`config.mk`:
```
export PLATFORM = sky130hd
export DESIGN_NAME = decoder_3x8_seq
export DESIGN_NICKNAME = d
export VERILOG_FILES = /design/src/rtl/decoder_pkg.sv /design/src/rtl/decoder_fifo2.sv /design/src/rtl/decoder_3x8_seq.sv
export SDC_FILE = /design/constraint.sdc
export NUM_CORES = 1
export LEC_CHECK = 0
export ABC_AREA = 0
export CELL_PAD_IN_SITES_DETAIL_PLACEMENT = 2
export CELL_PAD_IN_SITES_GLOBAL_PLACEMENT = 2
export CORE_ASPECT_RATIO = 1.4
export CORE_MARGIN = 2
export CORE_UTILIZATION = 30
export CTS_CLUSTER_SIZE = 40
export DETAILED_ROUTE_END_ITERATION = 8
export HOLD_SLACK_MARGIN = 0.05
export PLACE_DENSITY_LB_ADDON = 0.1
export SKIP_CTS_REPAIR_TIMING = 1
export SYNTH_ARGS = -nofsm -noshare
export SYNTH_HDL_FRONTEND = slang
export SYNTH_SLANG_ARGS = --single-unit
```
`constraint.sdc`:
```
create_clock -name clk -period 1.5 [get_ports clk]
set_input_delay 0.3 -clock clk [delete_from_list [all_inputs] [get_ports clk]]
set_output_delay 0.3 -clock clk [all_outputs]
set_load 0.02 [all_outputs]
```
`src/rtl/decoder_pkg.sv`:
```
// Shared definitions for the 3-to-8 sequenced decoder.
//
// Provides the control-state enum (IDLE/SWEEP), the output FIFO depth, the code
// and decoded-word widths, and the one-hot decode helper used by the top level.
package decoder_pkg;

    localparam int unsigned FifoDepth = 2;
    localparam int unsigned CodeW     = 3;
    localparam int unsigned WordW     = 8;
    localparam int unsigned CountW    = $clog2(FifoDepth + 1);

    typedef logic [CodeW-1:0]  code_t;
    typedef logic [WordW-1:0]  word_t;
    typedef logic [CountW-1:0] count_t;

    localparam count_t FifoFull = CountW'(FifoDepth);
    localparam code_t  LastCode = CodeW'(WordW - 1);

    typedef enum logic [0:0] {
        StIdle  = 1'b0,
        StSweep = 1'b1
    } state_e;

    // Active-high one-hot word; polarity is applied only at the output pin.
    function automatic word_t decode_onehot(code_t c);
        word_t w;
        w    = '0;
        w[c] = 1'b1;
        return w;
    endfunction

endpackage

```
`src/rtl/decoder_fifo2.sv`:
```
// Two-entry, word-wide FIFO holding decoded words between the accept side and
// the consumer of the 3-to-8 decoder.
//
// Ports:
//   clk          rising-edge clock
//   rst_n        asynchronous active-low reset; empties the FIFO
//   push_i       write push_data_i (ignored when full)
//   push_data_i  word to enqueue
//   pop_i        drop the head entry (ignored when empty)
//   head_o       current head entry (meaningful only when not empty)
//   count_o      number of stored entries, 0..2
//   full_o       count_o == 2
//   empty_o      count_o == 0
module decoder_fifo2
    import decoder_pkg::*;
(
    input  logic   clk,
    input  logic   rst_n,
    input  logic   push_i,
    input  word_t  push_data_i,
    input  logic   pop_i,
    output word_t  head_o,
    output count_t count_o,
    output logic   full_o,
    output logic   empty_o
);

    word_t  mem_q [FifoDepth];
    word_t  mem_d [FifoDepth];
    logic   wr_ptr_q, wr_ptr_d;
    logic   rd_ptr_q, rd_ptr_d;
    count_t count_q, count_d;

    logic push_ok;
    logic pop_ok;

    assign full_o  = (count_q == FifoFull);
    assign empty_o = (count_q == '0);
    assign count_o = count_q;
    assign head_o  = mem_q[rd_ptr_q];

    assign push_ok = push_i && !full_o;
    assign pop_ok  = pop_i && !empty_o;

    always_comb begin
        mem_d    = mem_q;
        wr_ptr_d = wr_ptr_q;
        rd_ptr_d = rd_ptr_q;
        count_d  = count_q;

        // With two slots a 1-bit pointer wraps by simple inversion.
        if (push_ok) begin
            mem_d[wr_ptr_q] = push_data_i;
            wr_ptr_d        = ~wr_ptr_q;
        end
        if (pop_ok) begin
            rd_ptr_d = ~rd_ptr_q;
        end

        unique case ({push_ok, pop_ok})
            2'b10:   count_d = count_q + count_t'(1);
            2'b01:   count_d = count_q - count_t'(1);
            default: count_d = count_q;
        endcase
    end

    always_ff @(posedge clk or negedge rst_n) begin
        if (!rst_n) begin
            for (int i = 0; i < FifoDepth; i++) begin
                mem_q[i] <= '0;
            end
            wr_ptr_q <= 1'b0;
            rd_ptr_q <= 1'b0;
            count_q  <= '0;
        end else begin
            mem_q    <= mem_d;
            wr_ptr_q <= wr_ptr_d;
            rd_ptr_q <= rd_ptr_d;
            count_q  <= count_d;
        end
    end

endmodule

```
`src/rtl/decoder_3x8_seq.sv`:
```
// Registered 3-to-8 decoder with valid/ready handshakes on both sides and a
// 2-entry output FIFO. Accepted codes appear one cycle later as one-hot words
// (or one-cold when OUT_ACTIVE_LOW=1); y is all-inactive while out_valid=0.
//
// Optional automatic sweep (codes 0..7 in order) is built only when the macro
// DECODER_3X8_SEQ_SWEEP_EN is defined. Without it, sweep_start is ignored,
// sweep_busy is tied to 0 and the controller never leaves IDLE.
//
// Parameters:
//   OUT_ACTIVE_LOW  0: one-hot y, idle 8'h00; 1: one-cold y, idle 8'hFF
// Ports:
//   clk          rising-edge clock
//   rst_n        asynchronous active-low reset
//   enable       gates acceptance of new codes and keeps a sweep running
//   in_valid     code is present
//   in_ready     code accepted on this edge if in_valid is also high
//   code         binary index 0..7
//   out_valid    y holds a decoded word
//   out_ready    consumer takes y on this edge
//   y            decoded word
//   sweep_start  request an automatic 0..7 sweep
//   sweep_busy   sweep in progress
module decoder_3x8_seq
    import decoder_pkg::*;
#(
    parameter bit OUT_ACTIVE_LOW = 1'b0
) (
    input  logic             clk,
    input  logic             rst_n,
    input  logic             enable,
    input  logic             in_valid,
    output logic             in_ready,
    input  logic [CodeW-1:0] code,
    output logic             out_valid,
    input  logic             out_ready,
    output logic [WordW-1:0] y,
    input  logic             sweep_start,
    output logic             sweep_busy
);

    state_e state_q, state_d;

    logic   fifo_push;
    logic   fifo_pop;
    code_t  push_code;
    word_t  fifo_head;
    count_t fifo_count;
    logic   fifo_full;
    logic   fifo_empty;
    word_t  out_word;

`ifdef DECODER_3X8_SEQ_SWEEP_EN
    code_t sweep_idx_q, sweep_idx_d;
`else
    logic unused_sweep_start;
    logic unused_fifo_full;
    assign unused_sweep_start = sweep_start;
    assign unused_fifo_full   = fifo_full;
`endif

    // rst_n is included so in_ready reads 0 while reset is held.
    assign in_ready = rst_n && enable && (fifo_count < FifoFull) && (state_q == StIdle);

    always_comb begin
        state_d   = state_q;
        fifo_push = 1'b0;
        push_code = code;
`ifdef DECODER_3X8_SEQ_SWEEP_EN
        sweep_idx_d = sweep_idx_q;
`endif

        // in_ready is low in SWEEP, so this never collides with a sweep push.
        if (in_valid && in_ready) begin
            fifo_push = 1'b1;
            push_code = code;
        end

`ifdef DECODER_3X8_SEQ_SWEEP_EN
        unique case (state_q)
            StIdle: begin
                if (sweep_start && enable && (fifo_count == '0)) begin
                    state_d     = StSweep;
                    sweep_idx_d = '0;
                end
            end
            StSweep: begin
                if (!enable) begin
                    state_d     = StIdle;
                    sweep_idx_d = '0;
                end else if (!fifo_full) begin
                    fifo_push = 1'b1;
                    push_code = sweep_idx_q;
                    if (sweep_idx_q == LastCode) begin
                        state_d     = StIdle;
                        sweep_idx_d = '0;
                    end else begin
                        sweep_idx_d = sweep_idx_q + code_t'(1);
                    end
                end
                // While full the index holds, so no code is skipped.
            end
        endcase
`else
        state_d = StIdle;
`endif
    end

    always_ff @(posedge clk or negedge rst_n) begin
        if (!rst_n) begin
            state_q <= StIdle;
        end else begin
            state_q <= state_d;
        end
    end

`ifdef DECODER_3X8_SEQ_SWEEP_EN
    always_ff @(posedge clk or negedge rst_n) begin
        if (!rst_n) begin
            sweep_idx_q <= '0;
        end else begin
            sweep_idx_q <= sweep_idx_d;
        end
    end

    assign sweep_busy = (state_q == StSweep);
`else
    assign sweep_busy = 1'b0;
`endif

    decoder_fifo2 u_fifo (
        .clk         (clk),
        .rst_n       (rst_n),
        .push_i      (fifo_push),
        .push_data_i (decode_onehot(push_code)),
        .pop_i       (fifo_pop),
        .head_o      (fifo_head),
        .count_o     (fifo_count),
        .full_o      (fifo_full),
        .empty_o     (fifo_empty)
    );

    assign out_valid = !fifo_empty;
    assign fifo_pop  = out_valid && out_ready;

    // Mask to all-zero when empty, then apply output polarity.
    assign out_word = out_valid ? fifo_head : '0;
    assign y        = OUT_ACTIVE_LOW ? ~out_word : out_word;

endmodule

```
==> key figures, run 1 <==
Outcome
  • Status: finished with violations
  • Violated checks: setup timing

Clock network
  • CTS Buffer Depth: 2
  • CTS tree: yes
  • CTS clk-pin slew, worst paths: 80 ps
  • Clock buffer count from CTS: 3
  • Number of levels the H-tree was split into: 1
  • TritonCTS sink count: 20
  • CTS root buffer: sky130_fd_sc_hd__clkbuf_8
  • Clk Latency, worst-skew pair: 260 ps

Route
  • Post-detailed-route count of antenna-violating nets: 0
  • Routed length per instance: 16.7 um
  • Initial detailed-routing violation count: 9
  • Count of vias placed by the detailed router: 722
  • Detailed-route vias per instance: 4.63
  • TritonRoute pass-1 iters: 3
  • Number of design rule violations left after detail routing: 0
  • Detailed Route WL: 2.60 mm

Floorplan
  • Die Span Y: 73.2 um
  • Die Width: 53.5 um
  • Placeable core area: 0.00332 mm^2
  • Die area: 0.00391 mm^2
  • Initial cell density of the core: 31.0%
  • Number of standard-cell rows in the floorplan: 25
  • I/O Pins: 20

STA
  • Number of failing setup endpoints in the final timing report: 1
  • Fin crit share: 100%
  • Setup repair after global routing missed its margin: yes
  • Count of pins over their slew limit: 0
  • Max Clock Skew: 2.62 ps
  • Least setup slack across all paths after layout: -6.66 ps
  • Worst slack on hold paths: 188 ps
  • Setup TNS: -6.66 ps
  • Upper clock frequency limit: 664 MHz
  • Min Tclk post-route: 1510 ps
  • Endpoints failing hold: 0

Yosys
  • Synth top cells by count: sky130_fd_sc_hd__dfrtp_1, sky130_fd_sc_hd__nor2_1, sky130_fd_sc_hd__mux2_2, sky130_fd_sc_hd__mux2_4, sky130_fd_sc_hd__mux2i_1
  • Synth top area cells: sky130_fd_sc_hd__dfrtp_1, sky130_fd_sc_hd__mux2_4, sky130_fd_sc_hd__mux2_2
  • Cell area after technology mapping: 0.00103 mm^2
  • Mapped Cells: 82
  • Syn nets: 92
  • Average size of a mapped cell: 12.5 um^2
  • Number of synthesized flops with an enable pin: 0
  • Share of the synthesized area in the top cell type: 48.7%
  • Ys Warns: 0
  • Primary flip-flop cell chosen by synthesis mapping: sky130_fd_sc_hd__dfrtp_1
  • Most frequent cell after synthesis: sky130_fd_sc_hd__dfrtp_1
  • Distinct cell type count of the synthesized netlist: 22
  • Sequential element share of the synthesized area: 48.7%
  • Yosys reg bits: 20
  • Dominant cell type by area after synthesis: sky130_fd_sc_hd__dfrtp_1
  • Fraction of registers with async set/reset: 100%

Global route
  • Antenna violations before repair: 0
  • Wire length of the first global-routing pass: 4.08 mm
  • Grt ovf: 0
  • Number of global-route vias before repair: 807
  • Global router's overall resource usage: 14.9%
  • Pin count of the biggest net entering global routing: 21

Place
  • Area post-placement: 0.00133 mm^2
  • Final Wtd Congestion: 0.668
  • Number of I/O port buffers: 17
  • Number of instances in the placed design: 150
  • Worst slack, placed: -471 ps
  • HPWL after detailed placement: 1.82 mm

Setup path
  • Last element of the critical path: y[6]
  • Element type at the critical path end: output pin
  • Category of the critical setup timing path: flip-flop to output pin
  • R2R Path Start: u_fifo.count_o[1]
  • Launch point of the critical path: u_fifo.rd_ptr_q
  • Data arrival time of the worst path: 1210 ps
  • Count of cells along the worst register-to-register path: 5
  • Startpoint kind of the worst setup timing path: flip-flop
  • Max FO, Critical Path: 5
  • Required time of the critical path: 1200 ps
  • R2r setup slk: 70 ps
  • Capture instance of the worst register-to-register path: u_fifo.mem_q[11]

Power and ir drop
  • Standby leakage power: 0.770 nW
  • PD cells: 1890 mW/mm^2
  • Largest voltage drop on the vdd net: 689 uV
  • Total chip power: 2.73 mW

Cells and area
  • Design area: 0.00144 mm^2
  • Final #Nets: 127
  • Area grow syn2layout: 40.2%
  • Ratio of cells with drive above 1 in the final layout: 46.6%
  • Layout Cells excl Fill: 156
  • Final cell utilization of the core: 43.4%
  • Antenna Cells: 0

Flow run
  • Maxcap violations: 0

Worst hold path
  • Worst hold path class: input port to async pin
[cell families after synthesis]
| logic type | Yosys count | share of synthesized area, % |
|---|---|---|
| AND/OR/NAND/NOR | 26 | 14.1 |
| multiplexers | 24 | 28.3 |
| flip-flops | 20 | 48.7 |
| XOR/XNOR | 5 | 4.26 |
| buffers and inverters | 5 | 3.05 |
| adder cells (fa/ha/maj) | 1 | 1.22 |
| other | 1 | 0.365 |
[critical path: stages (launching register included)]
cell and delay [ps]:
sky130_fd_sc_hd__dfrtp_1 390, sky130_fd_sc_hd__buf_6 150, sky130_fd_sc_hd__mux2i_1 200, sky130_fd_sc_hd__nor2_1 50, sky130_fd_sc_hd__buf_2 150
[cell type report]
cell class              instances  area [um^2]
clock buffers                   3         41.3
inverters                       2         7.51
fillers                       353         1880
flip-flops and latches         20          500
multi-input cells              57          533
clock inverters                 1         30.0
repair buffers                 33          278
well taps                      40         50.0
[flip-flops by register name, summed over array words and instances (netlist names)]
register / count
u_fifo.count_o: 2
u_fifo.rd_ptr_q: 1
u_fifo.wr_ptr_q: 1
u_fifo.mem_q: 16
[cells in the final DEF, fill, tap and decap left out, drive strengths merged]
master,n
or2,1
and3b,1
xnor2,3
mux2,16
inv,2
conb,1
dfrtp,20
xor2,2
nor3,1
nand2,3
nor2b,1
mux2i,8
nor3b,3
nand4b,1
bufinv,1
clkdlybuf4s50,4
nor2,14
clkbuf,4
dlymetal6s2s,3
buf,25
ha,1
and3,1
[worst min path at each step]
stage | startpoint | endpoint | slack, ps | depth (start not counted)
2_1_floorplan | rst_n | u_fifo.count_o[0] | 4 | 0
3_3_place_gp | u_fifo.mem_q[14] | u_fifo.mem_q[14] | 490 | 1
3_5_place_dp | u_fifo.mem_q[4] | u_fifo.mem_q[4] | 500 | 1
4_1_cts | u_fifo.mem_q[13] | u_fifo.mem_q[13] | 520 | 1
5_1_grt | rst_n | u_fifo.wr_ptr_q | 200 | 2
6_report | rst_n | u_fifo.rd_ptr_q | 190 | 2
[metal layers]
layer	global-route usage [%]	wire, um
met4	5.98	19
met3	1.84	61
met1	17.7	1110
met5	0	0
met2	26.3	1420
[power breakdown]
| part | switching [mW] | leakage (nW) | internal [mW] |
|---|---|---|---|
| logic | 0.571 | 0.471 | 0.696 |
| registers | 0.151 | 0.263 | 0.758 |
| clock network | 0.196 | 0.0357 | 0.356 |
| total | 0.918 | 0.770 | 1.81 |
No activity file was read; power rests on OpenSTA's default activity.
==> inputs of run 2 (changes only) <==
--- a/config.mk
+++ b/config.mk
@@ -6,6 +6,7 @@
 export NUM_CORES = 1
 export LEC_CHECK = 0
 export ABC_AREA = 0
+export ABC_CLOCK_PERIOD_IN_PS = 1500
 export CELL_PAD_IN_SITES_DETAIL_PLACEMENT = 2
 export CELL_PAD_IN_SITES_GLOBAL_PLACEMENT = 2
 export CORE_ASPECT_RATIO = 1.4
==> results of run 2 <==
Same layout as run 1: the final DEF is identical, and so are final timing and power.
==> inputs of run 3 (changes only) <==
--- a/config.mk
+++ b/config.mk
@@ -6,7 +6,6 @@
 export NUM_CORES = 1
 export LEC_CHECK = 0
 export ABC_AREA = 0
-export ABC_CLOCK_PERIOD_IN_PS = 1500
 export CELL_PAD_IN_SITES_DETAIL_PLACEMENT = 2
 export CELL_PAD_IN_SITES_GLOBAL_PLACEMENT = 2
 export CORE_ASPECT_RATIO = 1.4
@@ -17,6 +16,7 @@
 export HOLD_SLACK_MARGIN = 0.05
 export PLACE_DENSITY_LB_ADDON = 0.1
 export SKIP_CTS_REPAIR_TIMING = 1
+export SLEW_MARGIN = 30
 export SYNTH_ARGS = -nofsm -noshare
 export SYNTH_HDL_FRONTEND = slang
 export SYNTH_SLANG_ARGS = --single-unit
==> results of run 3 <==
Same layout as run 1: the final DEF is identical, and so are final timing and power.
